[src/rtl/spi_loopback_top.sv]
// -----------------------------------------------------------------------------
// spi_loopback_top
//   SPI mode-0 round trip between an internal master (side A) and an internal
//   slave (side B). After reset is released, A sends one DATA_W-bit word MSB
//   first. B captures it, computes word+1 and returns that value to A. One round
//   trip runs per reset release. sclk, cs_n, mosi and miso exist only inside
//   this block.
//
// Ports
//   clk            : system clock, rising edge
//   rst_n          : synchronous reset, ACTIVE HIGH (1 = reset)
//   in_data_A      : word A sends, latched on the first clock edge after release
//   out_data_B     : word received by B (valid while done_A_to_B = 1)
//   out_data_A     : response received by A (valid while done_B_to_A = 1)
//   done_A_to_B    : sticky, B has received all DATA_W bits
//   response_ready : sticky, B has loaded its response for transmission
//   done_B_to_A    : sticky, A has received the full response
// -----------------------------------------------------------------------------
module spi_loopback_top #(
    parameter int DATA_W  = 32,
    parameter int CLK_DIV = 4
) (
    input  logic              clk,
    input  logic              rst_n,
    input  logic [DATA_W-1:0] in_data_A,
    output logic [DATA_W-1:0] out_data_B,
    output logic [DATA_W-1:0] out_data_A,
    output logic              done_A_to_B,
    output logic              response_ready,
    output logic              done_B_to_A
);

    localparam int DIV_W = (CLK_DIV > 1) ? $clog2(CLK_DIV) : 1;
    localparam int BIT_W = (DATA_W > 1) ? $clog2(DATA_W) : 1;
    localparam logic [DIV_W-1:0] DIV_LAST = DIV_W'(CLK_DIV - 32'sd1);
    localparam logic [BIT_W-1:0] BIT_LAST = BIT_W'(DATA_W - 32'sd1);

    // Response rule: the received word plus one, wrapping at 2^DATA_W.
    function automatic logic [DATA_W-1:0] word_inc(input logic [DATA_W-1:0] w);
        return w + DATA_W'(1'b1);
    endfunction

    typedef enum logic [2:0] {M_IDLE, M_LOAD, M_TX, M_GAP, M_RX, M_DONE} m_state_t;
    typedef enum logic [2:0] {S_IDLE, S_RX, S_CALC, S_TX, S_HOLD} s_state_t;

    // Internal SPI wires. The master drives sclk_r, cs_n_r and mosi_r; the slave drives miso_r.
    logic sclk_r;
    logic cs_n_r;
    logic mosi_r;
    logic miso_r;

    // Master state
    m_state_t          m_state_r;
    logic [DATA_W-1:0] m_shift_r;
    logic [DIV_W-1:0]  m_div_r;
    logic [BIT_W-1:0]  m_bit_r;
    logic              m_gap_cnt_r;
    logic [DATA_W-1:0] out_data_a_r;
    logic              done_b_to_a_r;
    logic              m_tick_s;

    // Slave state
    s_state_t          s_state_r;
    logic [DATA_W-1:0] s_shift_r;
    logic [BIT_W-1:0]  s_bit_r;
    logic              s_armed_r;
    logic              sclk_d_r;
    logic [DATA_W-1:0] out_data_b_r;
    logic              done_a_to_b_r;
    logic              response_ready_r;
    logic [DATA_W-1:0] resp_s;
    logic              sclk_rise_s;
    logic              sclk_fall_s;

    assign m_tick_s    = (m_div_r == DIV_LAST);
    assign sclk_rise_s = sclk_r & ~sclk_d_r;
    assign sclk_fall_s = ~sclk_r & sclk_d_r;
    assign resp_s      = word_inc(out_data_b_r);

    // Master FSM: loads the word, shifts it out, waits for the response, then clocks the response in.
    always_ff @(posedge clk) begin
        if (rst_n) begin
            m_state_r     <= M_IDLE;
            m_shift_r     <= {DATA_W{1'b0}};
            m_div_r       <= {DIV_W{1'b0}};
            m_bit_r       <= {BIT_W{1'b0}};
            m_gap_cnt_r   <= 1'b0;
            sclk_r        <= 1'b0;
            cs_n_r        <= 1'b1;
            mosi_r        <= 1'b0;
            out_data_a_r  <= {DATA_W{1'b0}};
            done_b_to_a_r <= 1'b0;
        end else begin
            case (m_state_r)
                M_IDLE: begin
                    m_shift_r <= in_data_A;
                    m_state_r <= M_LOAD;
                end
                M_LOAD: begin
                    cs_n_r    <= 1'b0;
                    mosi_r    <= m_shift_r[DATA_W-1];
                    m_div_r   <= {DIV_W{1'b0}};
                    m_bit_r   <= {BIT_W{1'b0}};
                    m_state_r <= M_TX;
                end
                M_TX: begin
                    if (m_tick_s) begin
                        m_div_r <= {DIV_W{1'b0}};
                        sclk_r  <= ~sclk_r;
                        // The falling edge presents the next bit. The slave samples on the rise.
                        if (sclk_r) begin
                            m_shift_r <= {m_shift_r[DATA_W-2:0], 1'b0};
                            mosi_r    <= m_shift_r[DATA_W-2];
                            if (m_bit_r == BIT_LAST) begin
                                m_bit_r     <= {BIT_W{1'b0}};
                                m_gap_cnt_r <= 1'b0;
                                m_state_r   <= M_GAP;
                            end else begin
                                m_bit_r <= m_bit_r + BIT_W'(1'b1);
                            end
                        end
                    end else begin
                        m_div_r <= m_div_r + DIV_W'(1'b1);
                    end
                end
                M_GAP: begin
                    // After response_ready rises, wait two more cycles so that miso is settled.
                    if (response_ready_r) begin
                        if (m_gap_cnt_r) begin
                            m_div_r   <= {DIV_W{1'b0}};
                            m_bit_r   <= {BIT_W{1'b0}};
                            m_state_r <= M_RX;
                        end else begin
                            m_gap_cnt_r <= 1'b1;
                        end
                    end
                end
                M_RX: begin
                    if (m_tick_s) begin
                        m_div_r <= {DIV_W{1'b0}};
                        sclk_r  <= ~sclk_r;
                        // Capture miso at the end of the high phase. The slave changes miso
                        // only after it sees the fall, so the bit is stable for the whole high phase.
                        if (sclk_r) begin
                            m_shift_r <= {m_shift_r[DATA_W-2:0], miso_r};
                            if (m_bit_r == BIT_LAST) begin
                                out_data_a_r  <= {m_shift_r[DATA_W-2:0], miso_r};
                                done_b_to_a_r <= 1'b1;
                                cs_n_r        <= 1'b1;
                                m_state_r     <= M_DONE;
                            end else begin
                                m_bit_r <= m_bit_r + BIT_W'(1'b1);
                            end
                        end
                    end else begin
                        m_div_r <= m_div_r + DIV_W'(1'b1);
                    end
                end
                M_DONE: begin
                    m_state_r <= M_DONE;
                end
                default: begin
                    m_state_r <= M_IDLE;
                end
            endcase
        end
    end

    // Slave FSM: detects sclk edges with a one-cycle delayed copy, receives the word, then returns word+1.
    always_ff @(posedge clk) begin
        if (rst_n) begin
            s_state_r        <= S_IDLE;
            s_shift_r        <= {DATA_W{1'b0}};
            s_bit_r          <= {BIT_W{1'b0}};
            s_armed_r        <= 1'b0;
            sclk_d_r         <= 1'b0;
            miso_r           <= 1'b0;
            out_data_b_r     <= {DATA_W{1'b0}};
            done_a_to_b_r    <= 1'b0;
            response_ready_r <= 1'b0;
        end else begin
            sclk_d_r <= sclk_r;
            case (s_state_r)
                S_IDLE: begin
                    if (!cs_n_r) begin
                        s_bit_r   <= {BIT_W{1'b0}};
                        s_state_r <= S_RX;
                    end
                end
                S_RX: begin
                    if (sclk_rise_s && !cs_n_r) begin
                        s_shift_r <= {s_shift_r[DATA_W-2:0], mosi_r};
                        if (s_bit_r == BIT_LAST) begin
                            out_data_b_r  <= {s_shift_r[DATA_W-2:0], mosi_r};
                            done_a_to_b_r <= 1'b1;
                            s_state_r     <= S_CALC;
                        end else begin
                            s_bit_r <= s_bit_r + BIT_W'(1'b1);
                        end
                    end
                end
                S_CALC: begin
                    s_shift_r        <= resp_s;
                    miso_r           <= resp_s[DATA_W-1];
                    response_ready_r <= 1'b1;
                    s_bit_r          <= {BIT_W{1'b0}};
                    s_armed_r        <= 1'b0;
                    s_state_r        <= S_TX;
                end
                S_TX: begin
                    // Ignore the trailing fall left over from the master's transmit phase.
                    // Start counting falls only after the first rise of the response phase.
                    if (sclk_rise_s) begin
                        s_armed_r <= 1'b1;
                    end
                    if (sclk_fall_s && s_armed_r) begin
                        if (s_bit_r == BIT_LAST) begin
                            s_state_r <= S_HOLD;
                        end else begin
                            s_shift_r <= {s_shift_r[DATA_W-2:0], 1'b0};
                            miso_r    <= s_shift_r[DATA_W-2];
                            s_bit_r   <= s_bit_r + BIT_W'(1'b1);
                        end
                    end
                end
                S_HOLD: begin
                    s_state_r <= S_HOLD;
                end
                default: begin
                    s_state_r <= S_IDLE;
                end
            endcase
        end
    end

    assign out_data_A     = out_data_a_r;
    assign out_data_B     = out_data_b_r;
    assign done_A_to_B    = done_a_to_b_r;
    assign response_ready = response_ready_r;
    assign done_B_to_A    = done_b_to_a_r;

endmodule

[config.mk]
export PLATFORM = sky130hd
export DESIGN_NAME = spi_loopback_top
export DESIGN_NICKNAME = d
export VERILOG_FILES = /design/src/rtl/spi_loopback_top.sv
export SDC_FILE = /design/constraint.sdc
export NUM_CORES = 1
export LEC_CHECK = 0
export CORE_MARGIN = 2
export CORE_UTILIZATION = 45
export DETAILED_ROUTE_END_ITERATION = 6
export PLACE_DENSITY = 0.68
export SLEW_MARGIN = 25
export SYNTH_ARGS = -nofsm -noshare
export SYNTH_HDL_FRONTEND = slang
export SYNTH_SLANG_ARGS = --single-unit
[constraint.sdc]
create_clock -name clk -period 5.9 [get_ports clk]
set_input_delay 1.18 -clock clk [delete_from_list [all_inputs] [get_ports clk]]
set_output_delay 1.18 -clock clk [all_outputs]
set_load 0.02 [all_outputs]
Word-level counts from Yosys, hierarchy flattened:

Cells that the tools add are included.

* register bits: 155
* bits in read-only memories: 0
* latch bits: 0
* bits of input ports: 34
* memory bits (writable): 0
* memories kept: 0

* bitwise logic cells: 4
* div/mod/pow operators: 0
* reduce and logical (&&, ||, !) cells: 30
* shifts and indexed selects: 0
* add/sub/neg operators: 4
* magnitude comparators: 0
* multipliers: 0
* equality and inequality tests: 28
* multiplexer cells: 59

Operator list (count)
* 32-bit 2-to-1 mux: 4
* 32-bit case mux with 3 select lines: 1
* 31-bit 2-to-1 mux: 3
* 31-bit case mux with 3 select lines: 1
* 5-bit 2-to-1 mux: 12
* 5-bit case mux with 4 select lines: 2
* 3-bit 2-to-1 mux: 13
* 32-bit by 1-bit adder with 32-bit output (second input constant): 1
* 2-bit != test (second input constant): 16
* 3-bit case mux with 6 select lines: 1
* 4-bit AND reduction: 4
* 8-bit AND reduction: 2
* 3-bit case mux with 5 select lines: 1
* 5-bit AND reduction: 3
* 3-bit by 2-bit equality test with 1-bit output (second input constant): 4
* 1-bit 2-to-1 mux: 12
* 3-bit AND reduction: 4
* 5-bit by 1-bit adder with 5-bit output (second input constant): 2
* 5-bit equality test (second input constant): 2
* 1-bit case mux with 2 select lines: 5
* 3-bit equality test (second input constant): 3
* 3-bit nonzero test: 3
* 2-bit nonzero test: 4
* 4-bit nonzero test: 2
* other kinds (12): 20

Longest topological paths before layout:

* depth in word-level cells: 5
* gate-level depth with buffers: 10

Worst setup path before layout:

OpenSTA, ideal clock, no wires.

* path kind: flip-flop to flip-flop
* start: register s_bit_r[0]
* end: register s_shift_r[21]
* slack: 3.674 ns
* stages on the path, launching flop included: 10
* arrival: 2.105 ns
* period minus slack after synthesis: 2.226 ns
* setup time: 0.122 ns
* path buffers: 1
* path through: dfxtp_1 -> ha_1 -> and3_1 -> ha_1 -> and4bb_2 -> o21ai_1 -> and2_1 -> buf_2 -> and3_1 -> a221o_1

* word-level cells in the longest chain between the ends: 3

RTL lines
* from (decl): RTL line 65 `logic [BIT_W-1:0] s_bit_r;`
* from (signal assigned): RTL line 174 `s_bit_r <= {BIT_W{1'b0}};`
* from (signal assigned): RTL line 186 `s_bit_r <= {BIT_W{1'b0}};`
* from (signal assigned): RTL line 198 `s_bit_r <= s_bit_r + BIT_W'(1'b1);`
* 5-bit equality test: RTL line 217 `if (s_bit_r == BIT_LAST) begin`
* 2-bit != test (no line)
* 4-bit AND reduction (no line)
* to (signal assigned): RTL line 192 `s_shift_r <= {s_shift_r[DATA_W-2:0], mosi_r};`
* to (signal assigned): RTL line 203 `s_shift_r <= resp_s;`
* to (signal assigned): RTL line 220 `s_shift_r <= {s_shift_r[DATA_W-2:0], 1'b0};`
* to (decl): RTL line 64 `logic [DATA_W-1:0] s_shift_r;`

Every way passes these cells.
A chain may end at the register's enable or synchronous reset.

Worst setup path after layout:

* start: register out_data_b_r[2], in the netlist out_data_B[2]
* end: output out_data_B[2]

RTL lines
* from (decl): RTL line 68 `logic [DATA_W-1:0] out_data_b_r;`
* from (signal assigned): RTL line 178 `out_data_b_r <= {DATA_W{1'b0}};`
* from (signal assigned): RTL line 194 `out_data_b_r <= {s_shift_r[DATA_W-2:0], mosi_r};`
* to (decl): RTL line 26 `output logic [DATA_W-1:0] out_data_B,`

No word-level cell between the ends.

==> impl_metrics.toml <==
[setup_path]
worstPathArrival_ns = 1.62
r2r_start = "s_bit_r[0]$_SDFFE_PP0P_"
ff2ff_setup_slack_ns = 3.19
timing.critical_path.slowest_stage_cell = "clkdlybuf4s50_1"
reg2reg_to = "s_shift_r[21]$_SDFFE_PP0P_"
worstPathCellList = "clkdlybuf4s50_1"
crit_end = "out_data_B[2]"
crit_type = "flip-flop to output pin"
critPathLaunchType = "flip-flop"
path_delay_family = "buffers and inverters"
cp.depth = 1
required_ns = 4.72
cp-end-kind = "output pin"
max_stage_delay_ns = 0.67
startpoint = "out_data_B[2]$_SDFFE_PP0P_"
ff2ff_path_depth = 7
cp.buffers_inverters = 1
cp_max_fo = 8

[drt]
dr_total_vias = 6480
drc = 0
viasPerCell = 5.45
ant_nets = 0
drt-initial-drc-count = 600
routed_wl_um = 17600
wire_per_inst_um = 14.8
first_pass_iters = 5

[synthesis]
synth_area_sq_um = 7090
synth_nets = 943
syn_inst = 903
yosys.area_share.simple = 0.271
yosysSeqAreaShare = 0.438
synthAdderAreaFrac = 0.0120
synth-seq-cells = 155
syn_avg_cell_area_sq_um = 7.85
ys.flop_type = "dfxtp_1"
synth_area_leaders = "dfxtp_1 44%, nand2_1 12%, a21oi_1 7.0%, a311oi_1 4.2%, nor2_1 3.9%"
synth-compound-area-share = 0.195
ys_async_sr_fraction = 0
yosys.cell_types.count = 59
synth_top_area_share = 0.438
synth_edf_count = 0
synth_mux_area_frac = 0.00565
ys_top_cells_by_count = "236 x nand2_1, 155 x dfxtp_1, 99 x a21oi_1, 73 x nor2_1, 46 x clkbuf_1"
synth_top_family_by_area = "simple AND/OR/NAND/NOR gates"
ys_warn_count = 0
yosysMostFrequentCell = "nand2_1"
yosysTopAreaCell = "dfxtp_1"
synth-xor-area-share = 0.0309

[clock_tree]
numCtsBuffers = 17
postCtsSetupBuffers = 0
path_clk_slew_ns = 0.06
clock-sinks = 155
clockBufferDepth = 2
cts_hold_buffers = 0
ctsResizeCount = 0
h-tree-depth = 4
cts_root_buf = "clkbuf_16"
cts_tree = "yes"
clkLatencyLatePin_ns = 0.42

[floorplan]
initial_utilization = 0.463
core_sq_um = 15300
die_w_um = 130
boundaryPins = 101
dieArea_sq_um = 16800
fp.dieH_um = 130
rows = 45

[global_routing]
antenna_found_initial = 0
grt_pass1_vias = 5896
grt_usage = 0.214
grt_remaining_overflow = 0
grt_max_degree = 81
grt_first_pass_wirelength_um = 29100

[finish]
insertedDiodeCount = 0
postLayoutCoreUtil = 0.569
drive_above_1_share = 0.0613
syn_to_final_growth_pct = 22.8
fillCellCount = 1497
nets = 1005

[sta]
fmax_ghz = 0.357
period_needed_ns = 2.80
setup_viol = 0
slew_viol_final = 0
post-route-period-util = 0.475
worstMarginPinSlew_ns = 0.923
fin_setup_tns_ns = 0
rsz0062_at_grt = "false"
fin_skew_ns = 0.00546
finalHoldViolCount = 0
slew_headroom = 0.380

[place]
gp_congestion = 0.801
portBuffers = 100
dp_hpwl_um = 11200

[job]
cap_viol_max_count = 0

[power]
p_leak_nw = 2.97
cellPowerDensity_nw_per_um2 = 269
ir_drop_v = 0.000211
fin_total_pwr_mw = 2.34

[min_path]
min_from = "s_shift_r[17]$_SDFFE_PP0P_"
worstHoldPathType = "flip-flop to flip-flop"

[status]
outcome = "complete, no violations"
==> cell type report <==
cell class                      count  area (sq um)  area share
Clock buffer                       22           464      0.0533
Sequential cell                   155          3100       0.356
Clock inverter                     10          93.8      0.0108
Tap cell                          211           264      0.0303
Multi-Input combinational cell    669          3670       0.421
Inverter                           13          48.8     0.00560
Timing Repair Buffer              109          1070       0.122
==> sequential cells by signal (all words and copies together), names as in the netlist <==
register and cells:
m_shift_r 32, out_data_A 32, out_data_B 32, s_shift_r 31, m_bit_r 5, s_bit_r 5
m_state_r 3, s_state_r 3, m_div_r 2, cs_n_r 1, done_A_to_B 1, done_B_to_A 1
m_gap_cnt_r 1, miso_r 1, mosi_r 1, response_ready 1, s_armed_r 1, sclk_d_r 1
sclk_r 1
==> stage by stage <==
step | setup WS (ns) | std cells | instance area [sq um] | hold slack (ns)
6_report | 3.10 | 1189 | 8710 | 0.444
3_3_place_gp | 2.87 | 1157 | 8140 | 0.442
2_1_floorplan | 3.67 | 903 | 7090 | 0.427
4_1_cts | 3.09 | 1189 | 8710 | 0.452
3_5_place_dp | 2.81 | 1157 | 8150 | 0.445
5_1_grt | 3.02 | 1189 | 8710 | 0.469
==> cell families (layout without fill, tap and decap cells) <==
kind of cell	after synthesis	in the layout
adder cells (fa/ha/maj)	7	7
buffers and inverters	79	154
AO/OA/AOI/OAI	211	211
flip-flops	155	155
multiplexers	4	4
XOR/XNOR	25	25
AND/OR/NAND/NOR	422	422
==> power breakdown <==
group / internal [mW] / switching [mW] / total (mW)
Combinational: 0.0742 / 0.112 / 0.186
Clock: 0.601 / 0.430 / 1.03
Sequential: 1.09 / 0.0400 / 1.13
Total: 1.76 / 0.582 / 2.34
==> routing by layer <==
layer / track usage / part of all wire / vias up
met2: 0.324 / 0.45 / 126
met4: 0.0797 / 0.017 / 0
met5: 0 / 0 / -
li1: - / - / 3279
met3: 0.0363 / 0.037 / 25
met1: 0.306 / 0.50 / 3050
==> layout by cell type, fill, tap and decap left out, types with 7 or more instances in the layout <==
master and instances:
buf_4 10, a21o_1 7, clkbuf_16 17, a21oi_1 98
xnor2_1 16, clkdlybuf4s50_1 99, nand4_1 12, inv_1 13
xor2_1 9, a211o_1 8, nand3_1 34, nor3_1 12
a311oi_1 34, nor2_1 72, nand2_1 236, a31oi_1 7
and3_1 19, a221o_1 7, dfxtp_1 155, o21ai_0 15
==> how the worst min path moves through the flow <==
| stage | depth (start not counted) | endpoint |
|---|---|---|
| after global routing | 2 | out_data_A[22]$_SDFFE_PP0P_ |
| after detailed placement | 2 | out_data_B[18]$_SDFFE_PP0P_ |
| after global placement | 2 | out_data_A[29]$_SDFFE_PP0P_ |
| after CTS | 2 | out_data_B[18]$_SDFFE_PP0P_ |
| final | 2 | out_data_B[18]$_SDFFE_PP0P_ |
| after floorplan | 2 | out_data_B[14]$_SDFFE_PP0P_ |
Note: power is estimated with default switching activity, not from simulation.
